File: src/rtl/digit_scan_decoder_if.sv
// Digit scan bus: scan enable and per-digit mask in,
// position select, digit index and frame marker out.
interface digit_scan_decoder_if #(
  parameter int DIGITS = 5,
  parameter int IDX_W  = 3
);
  logic              en;
  logic [DIGITS-1:0] blank_mask;
  logic [DIGITS-1:0] position;
  logic [IDX_W-1:0]  digit_idx;
  logic              frame_start;

  modport master (
    output en,
    output blank_mask,
    input  position,
    input  digit_idx,
    input  frame_start
  );

  modport slave (
    input  en,
    input  blank_mask,
    output position,
    output digit_idx,
    output frame_start
  );
endinterface

File: src/rtl/digit_scan_decoder.sv
// Time-multiplexed 7-seg digit select with a blanking gap
// before every digit and per-digit masking.
module digit_scan_decoder #(
  parameter int DIGITS     = 5,
  parameter int IDX_W      = 3,
  parameter int DWELL      = 1000,
  parameter int BLANK      = 8,
  parameter int ACTIVE_LOW = 0
) (
  input  logic                 clk,
  input  logic                 rst_n,
  digit_scan_decoder_if.slave  bus
);

  localparam int MAXC = (DWELL > BLANK) ? DWELL : BLANK;
  localparam int CW   = $clog2(MAXC + 1);
  localparam int BLL  = (BLANK > 0) ? BLANK - 1 : 0;

  localparam logic [CW-1:0] DW_LAST = CW'(DWELL - 1);
  localparam logic [CW-1:0] BL_LAST = CW'(BLL);

  localparam logic [IDX_W-1:0] IDX_MAX = IDX_W'(DIGITS - 1);

  localparam logic [DIGITS-1:0] INACT =
    (ACTIVE_LOW != 0) ? '1 : '0;
  localparam logic [DIGITS-1:0] ONE =
    DIGITS'(1);

  typedef enum logic [1:0] {
    IDLE,
    GAP,
    SHOW
  } state_t;

  state_t            state;
  state_t            nxt_state;
  state_t            entry_state;
  logic [CW-1:0]     cnt;
  logic [CW-1:0]     nxt_cnt;
  logic [IDX_W-1:0]  idx_q;
  logic [IDX_W-1:0]  nxt_idx;
  logic [IDX_W-1:0]  idx_wrap;
  logic [IDX_W-1:0]  slot_idx;
  logic              slot_go;
  logic              fs_q;
  logic              nxt_fs;
  logic              nxt_lit;
  logic [DIGITS-1:0] pos_q;
  logic [DIGITS-1:0] pos_d;

  assign entry_state = (BLANK > 0) ? GAP : SHOW;

  assign idx_wrap = (idx_q == IDX_MAX) ?
                    '0 : idx_q + 1'b1;

  always_ff @(posedge clk or negedge rst_n) begin
    if (!rst_n) begin
      state <= IDLE;
      cnt   <= '0;
      idx_q <= '0;
      fs_q  <= 1'b0;
      pos_q <= INACT;
    end else begin
      state <= nxt_state;
      cnt   <= nxt_cnt;
      idx_q <= nxt_idx;
      fs_q  <= nxt_fs;
      pos_q <= pos_d ^ INACT;
    end
  end

  always_comb begin
    nxt_state = state;
    nxt_cnt   = cnt + 1'b1;
    nxt_idx   = idx_q;
    nxt_fs    = 1'b0;
    slot_go   = 1'b0;
    slot_idx  = '0;

    unique case (state)
      IDLE: begin
        nxt_cnt = '0;
        if (bus.en) begin
          slot_go  = 1'b1;
          slot_idx = '0;
        end
      end
      GAP: begin
        if (cnt == BL_LAST) begin
          nxt_state = SHOW;
          nxt_cnt   = '0;
        end
      end
      SHOW: begin
        if (cnt == DW_LAST) begin
          slot_go  = 1'b1;
          slot_idx = idx_wrap;
        end
      end
      default: begin
        nxt_state = IDLE;
        nxt_cnt   = '0;
        nxt_idx   = '0;
      end
    endcase

    // every slot starts with a fresh count; digit 0 marks the frame
    if (slot_go) begin
      nxt_state = entry_state;
      nxt_cnt   = '0;
      nxt_idx   = slot_idx;
      nxt_fs    = (slot_idx == '0);
    end

    if (!bus.en) begin
      nxt_state = IDLE;
      nxt_cnt   = '0;
      nxt_idx   = '0;
      nxt_fs    = 1'b0;
    end
  end

  // select is built from the next state so it lines up with SHOW
  always_comb begin
    nxt_lit = (nxt_state == SHOW) &&
              !bus.blank_mask[nxt_idx];
    pos_d   = '0;
    if (nxt_lit) begin
      pos_d = ONE << nxt_idx;
    end
  end

  assign bus.position    = pos_q;
  assign bus.digit_idx   = idx_q;
  assign bus.frame_start = fs_q;

endmodule
File: src/flat_wrapper.sv
// flat-port wrapper written by rule: the top's interface ports become plain ports
module digit_scan_decoder_flat 
#(
  parameter int DIGITS     = 5,
  parameter int IDX_W      = 3,
  parameter int DWELL      = 1000,
  parameter int BLANK      = 8,
  parameter int ACTIVE_LOW = 0
)
  (clk, rst_n, bus_en, bus_blank_mask, bus_position, bus_digit_idx, bus_frame_start);
  digit_scan_decoder_if #(.DIGITS(DIGITS), .IDX_W(IDX_W)) bus_i ();
  input  logic clk;
  input  logic rst_n;
  input wire logic [$bits(bus_i.en)-1:0] bus_en;
  input wire logic [$bits(bus_i.blank_mask)-1:0] bus_blank_mask;
  output wire logic [$bits(bus_i.position)-1:0] bus_position;
  output wire logic [$bits(bus_i.digit_idx)-1:0] bus_digit_idx;
  output wire logic [$bits(bus_i.frame_start)-1:0] bus_frame_start;
  assign bus_i.en = bus_en;
  assign bus_i.blank_mask = bus_blank_mask;
  assign bus_position = bus_i.position;
  assign bus_digit_idx = bus_i.digit_idx;
  assign bus_frame_start = bus_i.frame_start;
  digit_scan_decoder #(.DIGITS(DIGITS), .IDX_W(IDX_W), .DWELL(DWELL), .BLANK(BLANK), .ACTIVE_LOW(ACTIVE_LOW)) u_core (.clk(clk), .rst_n(rst_n), .bus(bus_i));
endmodule
File: config.mk
export PLATFORM = sky130hd
export DESIGN_NAME = digit_scan_decoder_flat
export DESIGN_NICKNAME = d
export VERILOG_FILES = /design/src/rtl/digit_scan_decoder_if.sv /design/src/rtl/digit_scan_decoder.sv /design/src/flat_wrapper.sv
export SDC_FILE = /design/constraint.sdc
export NUM_CORES = 1
export LEC_CHECK = 0
export ABC_AREA = 1
export BUFFER_PORTS_ARGS = -buffer_cell sky130_fd_sc_hd__buf_2
export CAP_MARGIN = 10
export CORE_MARGIN = 3
export CORE_UTILIZATION = 48
export CTS_CLUSTER_DIAMETER = 80
export DETAILED_ROUTE_END_ITERATION = 10
export PLACE_DENSITY = 0.68
export SYNTH_ARGS = -nofsm -noshare
export SYNTH_HDL_FRONTEND = slang
export SYNTH_SLANG_ARGS = --single-unit
File: constraint.sdc
create_clock -name clk -period 1.9 [get_ports clk]
set_input_delay 0.095 -clock clk [delete_from_list [all_inputs] [get_ports clk]]
set_output_delay 0.095 -clock clk [all_outputs]
set_load 0.005 [all_outputs]
==> results_dict.tcl <==
set metrics [dict create \
    status "finished, final reports clean" \
    final_antenna_net_count 0 \
    worst_path_most_repeated_cell "nand2_1" \
    cp_max_fo 4 \
    ys.flop_type "dfrtp_1" \
    coreArea_um2 2540 \
    start_util 0.517 \
    crit_path_start_kind "flop" \
    max_freq_mhz 560 \
    synthDistinctLibCells 28 \
    final_core_util 0.612 \
    grt_first_pass_wirelength_mm 4.41 \
    synth.net_count 177 \
    grt_max_degree 22 \
    cellLeakagePower_uw 0.000777 \
    clock-sinks 21 \
    setup_violations 0 \
    clk_path_buf_depth 2 \
    cp_slowest_cell "dfrtp_1" \
    routedWlPerCell_um 12.1 \
    worst_ep_required_time_ns 2.15 \
    numCtsBuffers 3 \
    grt-ovfl-total 0 \
    htree_levels 1 \
    port_buffers 16 \
    synthCells 162 \
    clock_skew_ns 0.00124 \
    crit_chain "ha_4 > nand2_4 > nor2_8 > nand2_1 > nand2_1 > nand2_1 > o21ai_2 > nand4_1 > nor2_2 > nand2_2 > nor2_1" \
    dieArea_um2 3400 \
    yosys.area.top_type "dfrtp_1" \
    vias 1111 \
    slew_headroom 0.695 \
    worstMarginPinSlew_ns 0.458 \
    cts_tree "yes" \
    avgSynthCellArea_um2 8.12 \
    rsz0062_at_grt "yes" \
    synth-edff-count 0 \
    min_period_ns 1.79 \
    slew_violations 0 \
    cts_root_buf "clkbuf_4" \
    worst_setup_path_end_kind "flop" \
    path_class "flop to flop" \
    grt_pass1_vias 1045 \
    drt-total-wl_mm 2.63 \
    vias_per_cell 5.12 \
    clk_latency_ns 0.31 \
    synth_area_leaders "dfrtp_1 40%, nand2_1 9.1%, ha_1 6.7%" \
    synthToLayoutAreaGrowth_pct 18.4 \
    fin_area_um2 1560 \
    async_reset_ff_frac 1.00 \
    hpwl_mm 2.01 \
    hold_viol 0 \
    synth_top_cell_area_share 0.400 \
    arrival_ns 2.03 \
    rows 18 \
    grt_usage 0.169 \
    die_y_um 58.3 \
    drive_gt1_frac 0.289 \
    drt-initial-drc-count 42 \
    antenna_cells 0 \
    cellPowerDensity_nw_per_um2 507 \
    drc 0 \
    first_pass_iters 4 \
    period_share 0.940 \
    ys_seq_elements 21 \
    yosys_warnings 0 \
    antenna_found_initial 0 \
    vdd_drop_max_uv 505 \
    fin_nets 203 \
    clkSlewWorstSetupHoldPaths_ns 0.12 \
    max_stage_delay_ns 0.43 \
    maxCapViolations 0 \
    ios 17 \
    hp-class "input pin to flop" \
    place.gp.congestion 0.879 \
    synthesis.area_um2 1320 \
    reg2reg_setup_slack_ns 0.11 \
    seq_area_frac_synth 0.400 \
    place_area_um2 1430 \
    dp_cells 208 \
    dieWidth_um 58.3 \
    instances_no_fill 217 \
]
## synth_stat cells (2+ instances only)
| cell | n |
|---|---|
| a21oi_1 | 3 |
| nor2_1 | 23 |
| inv_1 | 19 |
| o21ai_0 | 2 |
| nor2_2 | 4 |
| nand2_1 | 32 |
| inv_2 | 4 |
| dfrtp_1 | 21 |
| nand3_4 | 2 |
| nand3_2 | 2 |
| nor2_4 | 2 |
| nand4_1 | 3 |
| ha_1 | 7 |
| nor3_1 | 3 |
| nand3_1 | 15 |
| nor3b_1 | 4 |
| nand2_2 | 4 |
| xor2_1 | 2 |
## registers in the layout, indices dropped and copies added, names as in the netlist
name                    cells
u_core.bus.frame_start      1
u_core.state                2
u_core.cnt                 10
u_core.bus.digit_idx        3
u_core.bus.position         5
## cell usage in the layout (no fill, tap or decap)
cell type | netlist | routed
buf_4 | 1 | 4
nand3b_1 | 1 | 1
nand4_2 | 1 | 1
inv_2 | 4 | 5
inv_1 | 19 | 18
nand4_1 | 3 | 3
ha_4 | 0 | 2
nand2_1 | 32 | 30
ha_1 | 7 | 5
o21ai_2 | 1 | 2
xnor2_1 | 1 | 1
a21oi_1 | 3 | 3
nor4_1 | 1 | 1
nor2_8 | 1 | 1
nand3_1 | 15 | 15
nor3b_1 | 4 | 4
clkinv_2 | 0 | 1
clkbuf_4 | 0 | 3
o21ai_0 | 2 | 2
nor2_2 | 4 | 4
nor4_2 | 1 | 1
nor3_1 | 3 | 3
nand2_2 | 4 | 5
nand2_4 | 1 | 2
nor2_1 | 23 | 22
nor2_4 | 2 | 3
nand3_2 | 2 | 1
dfrtp_1 | 21 | 21
dlygate4sd3_1 | 0 | 2
buf_2 | 0 | 16
xor2_1 | 2 | 2
nand3_4 | 2 | 3
## critical path, delay by kind of cell, from the launching register on
kind	cells	cell delay, ns
adders and majority gates	1	0.17
and+or+nand+nor	9	0.97
AOI/OAI and AO/OA	1	0.15
DFF	1	0.43
## through the flow
stage                     TNS [ns]  setup slack, ns  total power [uW]  hold WS (ns)
after floorplan                  0            0.188               525        -0.201
after global placement           0           0.0624               556        0.0704
after detailed placement   -0.0579          -0.0203               559        0.0750
after CTS                        0           0.0286               787         0.161
after global routing        -0.182          -0.0347               829         0.221
final                            0            0.113               790         0.191
## cell families (layout without fill, tap and decap cells)
kind of cell	count (synthesis)	count (layout)	synth area share
AND/OR/NAND/NOR	100	100	0.413
buffers and inverters	24	49	0.0714
flip-flops	21	21	0.400
adder cells (fa/ha/maj)	7	7	0.0666
AO/OA/AOI/OAI	7	7	0.0295
XOR/XNOR	3	3	0.0200
## routing by layer
layer	share of wire	GRT usage
met5	0	0
met4	0.018	0.0762
met2	0.47	0.279
met3	0.033	0.0307
met1	0.47	0.215
## cell type report
cell class	instances	area [um^2]
Tap cell	30	37.5
Sequential cell	21	526
Fill cell	226	988
Clock buffer	3	22.5
Multi-Input combinational cell	117	749
Inverter	23	86.3
Timing Repair Buffer	22	130
Clock inverter	1	5.00
## final timing paths
| path | from | end | cells after the start |
|---|---|---|---|
| worst max-delay path | u_core.cnt[0] | u_core.bus.position[3] | 11 |
| worst min-delay path | bus_en | u_core.state[1] | 3 |
| worst max register to register | u_core.cnt[0] | u_core.bus.position[3] | 11 |
| worst min register to register | u_core.cnt[0] | u_core.cnt[0] | 2 |
| max in group asynchronous | rst_n | u_core.cnt[2] | 2 |
| min in group asynchronous | rst_n | u_core.state[1] | 2 |
## power by group
group          leakage [uW]  switching (uW)  internal [uW]
clock network     0.0000177             145           78.6
registers          0.000290            5.58            453
logic              0.000469            67.4           40.3
total              0.000777             218            572
## what timing repair did
action                     4_1_cts  5_1_grt
resized for setup                1       11
hold buffers                     2        0
setup endpoints to repair        4       11
hold endpoints to repair        22        0
pin swaps                        0        4
setup buffers                    1        2
(Power assumes the default switching activity.)
